File: src/rtl/serializer_pkg.sv
// Shared types and constants for the serializer egress datapath.
package serializer_pkg;

  localparam int unsigned DEFAULT_WORD_WIDTH = 32;
  localparam int unsigned PKT_CNT_W          = 16;

  // One buffered word plus its end-of-packet marker.
  typedef struct packed {
    logic                          last;
    logic [DEFAULT_WORD_WIDTH-1:0] word;
  } tx_entry_t;

  // Occupancy level at which upstream is told to throttle.
  function automatic int unsigned af_threshold(input int unsigned depth,
                                               input int unsigned margin);
    return depth - margin;
  endfunction

endpackage

File: src/rtl/tx_fifo.sv
// Synchronous FIFO holding {last, word} entries for the transmitter.
// Push is refused when full (even if a pop happens in the same cycle);
// pop is ignored when empty.
module tx_fifo #(
  parameter int unsigned WIDTH = 33,
  parameter int unsigned DEPTH = 8
) (
  input  logic                       clk,
  input  logic                       rst,
  input  logic                       push,
  input  logic [WIDTH-1:0]           push_data,
  input  logic                       pop,
  output logic [WIDTH-1:0]           head,
  output logic [$clog2(DEPTH):0]     count,
  output logic                       full,
  output logic                       empty
);

  localparam int unsigned PTR_W = $clog2(DEPTH);
  localparam int unsigned CNT_W = PTR_W + 1;

  logic [WIDTH-1:0] mem [DEPTH];
  logic [PTR_W-1:0] wr_ptr_q, rd_ptr_q;
  logic [CNT_W-1:0] count_q;
  logic             push_ok, pop_ok;

  // Status is derived from registered occupancy only.
  always_comb begin
    full    = (count_q == CNT_W'(DEPTH));
    empty   = (count_q == '0);
    push_ok = push && !full;
    pop_ok  = pop && !empty;
    count   = count_q;
    head    = mem[rd_ptr_q];
  end

  // Storage write; contents need no reset since count gates visibility.
  always_ff @(posedge clk) begin
    if (push_ok) begin
      mem[wr_ptr_q] <= push_data;
    end
  end

  // Pointer and occupancy update; DEPTH is a power of two so pointers wrap naturally.
  always_ff @(posedge clk) begin
    if (rst) begin
      wr_ptr_q <= '0;
      rd_ptr_q <= '0;
      count_q  <= '0;
    end else begin
      if (push_ok) wr_ptr_q <= wr_ptr_q + 1'b1;
      if (pop_ok)  rd_ptr_q <= rd_ptr_q + 1'b1;
      unique case ({push_ok, pop_ok})
        2'b10:   count_q <= count_q + 1'b1;
        2'b01:   count_q <= count_q - 1'b1;
        default: count_q <= count_q;
      endcase
    end
  end

endmodule

File: src/rtl/transmitter.sv
// Egress end of the serializer: buffers pushed words and drives a
// ready/valid packet interface with regenerated sop framing.
module transmitter
  import serializer_pkg::*;
#(
  parameter int unsigned WORD_WIDTH = DEFAULT_WORD_WIDTH,
  parameter int unsigned DEPTH      = 8,
  parameter int unsigned AF_MARGIN  = 2
) (
  input  logic                    clk,
  input  logic                    rst,
  input  logic                    new_word_w,
  input  logic [WORD_WIDTH-1:0]   word_w,
  input  logic                    last_word_w,
  input  logic                    ready_in,
  output logic                    valid_out,
  output logic [WORD_WIDTH-1:0]   data_out,
  output logic                    sop_out,
  output logic                    eop_out,
  output logic [$clog2(DEPTH):0]  count,
  output logic                    almost_full,
  output logic                    overflow_r,
  output logic [PKT_CNT_W-1:0]    pkts_sent
);

  localparam int unsigned CNT_W   = $clog2(DEPTH) + 1;
  localparam int unsigned ENTRY_W = WORD_WIDTH + 1;
  localparam logic [CNT_W-1:0] AF_LEVEL = CNT_W'(af_threshold(DEPTH, AF_MARGIN));

  typedef struct packed {
    logic                  last;
    logic [WORD_WIDTH-1:0] word;
  } entry_t;

  entry_t                 push_entry;
  entry_t                 head_entry;
  logic [ENTRY_W-1:0]     head_bits;
  logic [CNT_W-1:0]       fifo_count;
  logic                   fifo_full, fifo_empty;
  logic                   handshake;
  logic                   in_pkt_q;
  logic                   overflow_q;
  logic [PKT_CNT_W-1:0]   pkts_q;

  // Pack the incoming word with its end-of-packet flag.
  always_comb begin
    push_entry.last = last_word_w;
    push_entry.word = word_w;
  end

  tx_fifo #(
    .WIDTH (ENTRY_W),
    .DEPTH (DEPTH)
  ) u_fifo (
    .clk       (clk),
    .rst       (rst),
    .push      (new_word_w),
    .push_data (push_entry),
    .pop       (handshake),
    .head      (head_bits),
    .count     (fifo_count),
    .full      (fifo_full),
    .empty     (fifo_empty)
  );

  // Output side is a pure function of FIFO head and framing state; no ready_in -> valid path.
  always_comb begin
    head_entry  = entry_t'(head_bits);
    valid_out   = !fifo_empty;
    handshake   = valid_out && ready_in;
    data_out    = head_entry.word;
    sop_out     = valid_out && !in_pkt_q;
    eop_out     = valid_out && head_entry.last;
    count       = fifo_count;
    almost_full = (fifo_count >= AF_LEVEL);
    overflow_r  = overflow_q;
    pkts_sent   = pkts_q;
  end

  // Framing, drop-pulse and completed-packet counter.
  always_ff @(posedge clk) begin
    if (rst) begin
      in_pkt_q   <= 1'b0;
      overflow_q <= 1'b0;
      pkts_q     <= '0;
    end else begin
      overflow_q <= new_word_w && fifo_full;
      if (handshake) begin
        in_pkt_q <= !head_entry.last;
        if (head_entry.last) pkts_q <= pkts_q + 1'b1;
      end
    end
  end

endmodule

File: config.mk
export PLATFORM = sky130hd
export DESIGN_NAME = transmitter
export DESIGN_NICKNAME = d
export VERILOG_FILES = /design/src/rtl/serializer_pkg.sv /design/src/rtl/tx_fifo.sv /design/src/rtl/transmitter.sv
export SDC_FILE = /design/constraint.sdc
export NUM_CORES = 1
export LEC_CHECK = 0
export CORE_UTILIZATION = 25
export DETAILED_ROUTE_END_ITERATION = 16
export PLACE_DENSITY = 0.51
export REMOVE_ABC_BUFFERS = 1
export SYNTH_ARGS = -nofsm -noshare
export SYNTH_HDL_FRONTEND = slang
export SYNTH_SLANG_ARGS = --single-unit
File: constraint.sdc
create_clock -name clk -period 4.3 [get_ports clk]
set_clock_uncertainty 0.1 [all_clocks]
set_input_delay 0.43 -clock clk [delete_from_list [all_inputs] [get_ports clk]]
set_output_delay 0.43 -clock clk [all_outputs]
set_load 0.01 [all_outputs]
==> results.ini, run 1 <==
[synthesis]
synth-edff-count=264
async_reset_ff_share_pct=0
ys.flop_type=edfxtp_1
ys_warn_count=0
netlist_area_sq_um=11500
synth_seq_cells=295
synth.area.top_cells=edfxtp_1, mux4_2, dfxtp_1
synth_area_leader_cell=edfxtp_1
synthDistinctLibCells=47
netlist_instances=568
yosysTopAreaCellShare_pct=69.1
ys_seq_area_share_pct=74.5
syn_area_per_cell_sq_um=20.2

[detailed_routing]
avgRoutedWirePerCell_um=19.6
totalWireLength_um=25800
ant_nets=0
drt_pre_antenna_iters=4
vias=5689
vias_per_cell=4.32
route.detailed.drc=0
dr.first_iter.drc_count=403

[power_and_ir_drop]
p_per_area_nw_per_um2=564
ir_worst_vdd_uv=288
p_leak_uw=0.00447
power_uw=8110

[critical_path]
critical_path_class=reg -> out
required_ns=3.77
cpMaxStageDelayCell=dfxtp_4
end_kind=output port
cp_top_family=buffers and inverters
max_stage_delay_ns=0.70
crit_buf_inv=2
cp_cell_sequence=buf_4 > mux4_2 > mux2_2 > clkdlybuf4s50_1
worst_ep_arrival_time_ns=2.99
start_kind=register
critPathMaxFanout=25
rr_startpoint=u_fifo.count[1]$_SDFFE_PP0P_

[hold_path]
min_path_type=reg -> reg
hold_start=u_fifo.wr_ptr_q[0]$_SDFFE_PP0P_

[floorplan]
core_sq_um=45300
die_h_um=216
pin_count=94
row_count=78
initial_core_util_pct=25.3
fp.dieW_um=216
die_area_sq_um=46700

[global_routing]
grt_pass1_wl_um=39000
antenna_found_initial=0
grt-ovfl-total=0
grt_usage_pct=11.2
grt_max_degree=45
grt_pass1_vias=6034

[timing]
rsz0062_at_grt=false
final-setup-viol-count=0
hold_violations=0
worst_slack_ns=0.780
relSlewSlack_pct=48.3
tightestPinTransition_ns=0.773
min_period_over_period_pct=81.9
slew_violations=0
fin_crit_ns=3.52
clock.fmax_mhz=284

[cells_and_area]
nNetsFinal=733
drive_gt1_share_pct=26.1
area_growth_pct=25.3
n_antenna_cell=0
post-route-util_pct=31.7
instances_no_fill=1316
finalInstanceArea_sq_um=14400

[clock_network]
clock_latency_ns=0.54
postCtsSetupBuffers=0
cts_hold_buf=0
cts_sinks=295
tritoncts=yes
cts_made_buffers=35
clockBufferDepth=3
h-tree-depth=2
clk_pin_slew_worst_paths_ns=0.06
cts_root_buf=clkbuf_16
cts_resized=0

[place]
io_buffers=93
placedInstanceArea_sq_um=13300
place_hpwl_um=14400
dp_slack_ns=1.23
place_congestion=0.677
place_inst=1253

[run_status]
outcome=completed

[flow_run]
cap_violations=0

-- flip-flops by register name, indices dropped and copies added (netlist names), named ones only --
signal / flops
pkts_sent: 16
u_fifo.rd_ptr_q: 3
in_pkt_q: 1
u_fifo.wr_ptr_q: 3
overflow_r: 1
u_fifo.mem: 264
u_fifo.count: 4
-- kinds of logic after synthesis --
family,Yosys count,synth area share (%)
AO/OA/AOI/OAI,30,1.90
XOR/XNOR,8,0.611
adder cells (fa/ha/maj),6,0.654
buffers and inverters,30,1.16
flip-flops,295,74.5
multiplexers,107,16.8
AND/OR/NAND/NOR,92,4.42
-- cell usage after synthesis, types with 7 or more instances --
master and instances:
edfxtp_1 264, mux4_2 64, mux2_2 36, dfxtp_1 31
nor2_1 31, nand2_1 12, a21oi_1 11, buf_2 10
clkbuf_1 10, o21ai_0 8, nand3_1 7, xor2_1 7
-- area by class of cell --
type,instances,area [sq um]
fillers,4437,30900
flip-flops and latches,295,8560
multi-input cells,243,2850
repair buffers,110,1080
clock buffers,45,913
well taps,600,751
clock inverters,18,201
inverters,5,18.8
-- placed cells by master, fill, tap and decap left out, drive strengths merged, types with 2 or more instances in the layout --
master and n:
and3 2, xor2 7, nor2 31, clkdlybuf4s50 93
buf 17, or3 5, and2 2, or4 4
clkbuf 45, o31ai 3, edfxtp 264, inv 7
mux2 37, nor3 5, nor4 3, mux4 64
nand2b 2, nor2b 6, o21ai 8, dfxtp 31
ha 6, nand2 13, nand3 8, bufinv 3
a21oi 11, mux2i 6, nor4bb 2, nand4 5
clkinv 13
-- per-stage QoR --
stage	TNS (ns)	hold slack [ns]
2_1_floorplan	-3.39	0.356
4_1_cts	0	0.394
5_1_grt	0	0.424
3_3_place_gp	0	0.388
3_5_place_dp	0	0.385
6_report	0	0.395
-- path summary, 6_finish.rpt --
check                                     to  slack, ns  cells after the start
max reg2reg      u_fifo.mem[2][17]$_DFFE_PP_       1.54                      6
max                             data_out[10]       0.78                      4
min reg2reg  u_fifo.wr_ptr_q[0]$_SDFFE_PP0P_       0.39                      2
min          u_fifo.wr_ptr_q[0]$_SDFFE_PP0P_       0.39                      2
-- tightest hold or removal path: cells and delay by family, from the launching register on --
family	cells	cell delay [ns]
DFF	1	0.33
and+or+nand+nor	1	0.06
AOI/OAI and AO/OA	1	0.05
-- power by group --
| part | switching [uW] | internal [uW] | total, uW |
|---|---|---|---|
| clock network | 1190 | 1700 | 2890 |
| logic | 742 | 1020 | 1760 |
| registers | 179 | 3280 | 3460 |
-- metal layers --
| metal | share of wire [%] | track usage [%] | vias to the layer above |
|---|---|---|---|
| met3 | 5.4 | 3.13 | 43 |
| met1 | 47 | 15.4 | 2945 |
| met4 | 2.2 | 3.52 | 0 |
| met2 | 46 | 17.2 | 135 |
| li1 | - | - | 2566 |
| met5 | 0 | 0 | - |
(Power assumes the default switching activity.)
==> run 2, diff against run 1 <==
PLACE_DENSITY = 0.52   (was 0.51)
clock period = 3.2 ns   (was 4.3 ns; I/O delays follow)
==> run 2 against run 1 <==
  * Setup slack worse by 0.58 ns
  * Total power is 35% higher
  * Worst hold slack better by 0.0030 ns
  * Clock power is 32% higher
  * Die area stayed put
  * Via count is 0.11% lower
  * Design area is 1.2% higher
  * Register-to-register slack worse by 0.89 ns
  * Critical endpoint is now data_out[14]
  * Sequential share of layout area is 0.71 points lower
  * Critical path type unchanged
  * Core utilization is 0.38 points higher
==> results.ini, run 2 (same netlist as run 1, synthesis figures left out) <==
[cells_and_area]
fillers=4377  ; -1.4%
instances_no_fill=1324  ; +0.61%
regMostFlops=u_fifo.mem
nNetsFinal=745  ; +1.6%
mostFrequentLayoutCell=edfxtp_1
drive_gt1_share_pct=27.6  ; +1.5 points
n_antenna_cell=0  ; unchanged
post-route-util_pct=32.1  ; +0.38 points
largest_reg_flops=264  ; unchanged
area_growth_pct=26.8
final_cell_mix=edfxtp_1, clkdlybuf4s50_1, mux4_2

[detailed_routing]
drt_pre_antenna_iters=6  ; +2
totalWireLength_um=25100  ; -2.5%
ant_nets=0  ; unchanged
dr.first_iter.drc_count=248  ; -38%
vias=5683  ; -0.11%
avgRoutedWirePerCell_um=19.0  ; -3.1%
route.detailed.drc=0  ; unchanged
vias_per_cell=4.29  ; -0.71%

[clock_network]
clk_pin_slew_worst_paths_ns=0.05  ; about the same
tritoncts=yes
postCtsSetupBuffers=0  ; unchanged
clockBufferDepth=3  ; unchanged
cts_hold_buf=0  ; unchanged
cts_root_buf=clkbuf_16
cts_sinks=295  ; unchanged
cts_resized=0  ; unchanged
clock_latency_ns=0.52  ; -0.02 ns
cts_made_buffers=34  ; -2.9%
h-tree-depth=2  ; unchanged

[floorplan]
initial_core_util_pct=25.3  ; unchanged
die_area_sq_um=46700  ; unchanged
die_h_um=216  ; unchanged
fp.dieW_um=216  ; unchanged
core_sq_um=45300  ; unchanged
row_count=78  ; unchanged
pin_count=94  ; unchanged

[flow_run]
cap_violations=0  ; unchanged

[hold_path]
min_path_type=reg -> reg

[critical_path]
max_stage_delay_ns=0.52  ; -0.18 ns
end_kind=output port
start_kind=register
required_ns=2.78  ; -0.99 ns
worst_ep_arrival_time_ns=2.58  ; -0.41 ns
cpMaxStageDelayCell=mux4_2
critPathMaxFanout=22  ; -12%
critical_path_class=reg -> out
cp_cell_sequence=buf_12 > mux4_2 > mux2_2 > clkdlybuf4s50_1

[place]
place_hpwl_um=14300  ; -0.86%
io_buffers=93  ; unchanged
place_inst=1258  ; +0.40%
place_congestion=0.676  ; -0.13%

[run_status]
outcome=completed

[timing]
relSlewSlack_pct=62.8  ; +15 points
clock.fmax_mhz=334
rsz0062_at_grt=false
min_period_over_period_pct=93.6
fin_crit_ns=3.00
slew_violations=0  ; unchanged
hold_violations=0  ; unchanged
final-setup-viol-count=0  ; unchanged
tightestPinTransition_ns=0.556  ; -0.217 ns
finalSetupTns_ns=0  ; unchanged

[global_routing]
grt-ovfl-total=0  ; unchanged
antenna_found_initial=1  ; +1
grt_usage_pct=11.0  ; -0.19 points
grt_max_degree=34  ; -24%
grt_pass1_vias=6010  ; -0.40%
grt_pass1_wl_um=38100  ; -2.1%

[power_and_ir_drop]
power_uw=11000  ; +35%
p_per_area_nw_per_um2=755  ; +34%
p_leak_uw=0.00455  ; +1.8%
ir_worst_vdd_uv=491  ; +70%

-- run 2: cell types whose count changed in the layout (fill, tap and decap cells not counted) --
cell / before / now
buf_12: 2 / 10
buf_4: 15 / 20
clkbuf_1: 10 / 5
clkinv_8: 2 / 0
bufinv_16: 3 / 4
clkinv_4: 0 / 1
clkinvlp_4: 0 / 1
inv_16: 1 / 0
-- run 2: final cells by class --
class                      instances  area [sq um]  share of cell area (%)
inverter                           5          18.8                   0.129
multi-input combinational        243          2850                    19.6
clock buffer                      40           895                    6.15
tap                              600           751                    5.16
sequential                       295          8560                    58.8
clock inverter                    18           195                    1.34
timing repair buffer             123          1280                    8.81
-- run 2: worst paths after layout --
kind	endpoint	slack (ns)	cells past startpoint	from
max	data_out[14]	0.20	4	register
min	u_fifo.wr_ptr_q[0]$_SDFFE_PP0P_	0.40	2	u_fifo.wr_ptr_q[0]$_SDFFE_PP0P_
max reg2reg	u_fifo.count[2]$_SDFFE_PP0P_	0.65	10	u_fifo.count[1]$_SDFFE_PP0P_
min reg2reg	u_fifo.wr_ptr_q[0]$_SDFFE_PP0P_	0.40	2	u_fifo.wr_ptr_q[0]$_SDFFE_PP0P_
-- run 2: per-layer routing --
metal | wire length, um | GRT usage [%]
met5 | 11 | 0
met4 | 465 | 3.12
met1 | 11900 | 15.3
met2 | 11300 | 16.7
met3 | 1400 | 3.26
-- run 2: where the power goes --
group	switching, uW	internal, uW
clock	1490	2320
combinational	1120	1500
sequential	158	4400
-- run 2: stage by stage --
stage                     hold WS (ns)  setup WS [ns]  instance area [sq um]
after floorplan                  0.289          -1.43                  11400
after global placement           0.372          0.607                  13400
after detailed placement         0.390          0.606                  13400
after CTS                        0.398         0.0569                  14500
after global routing             0.414         0.0402                  14500
final                            0.398          0.204                  14500
-- run 2: worst max-delay path: cells and delay by family (launching register included) --
family                 cells  cell delay, ns
muxes                      2            0.79
buffers and inverters      2            0.77
DFF                        1            0.47
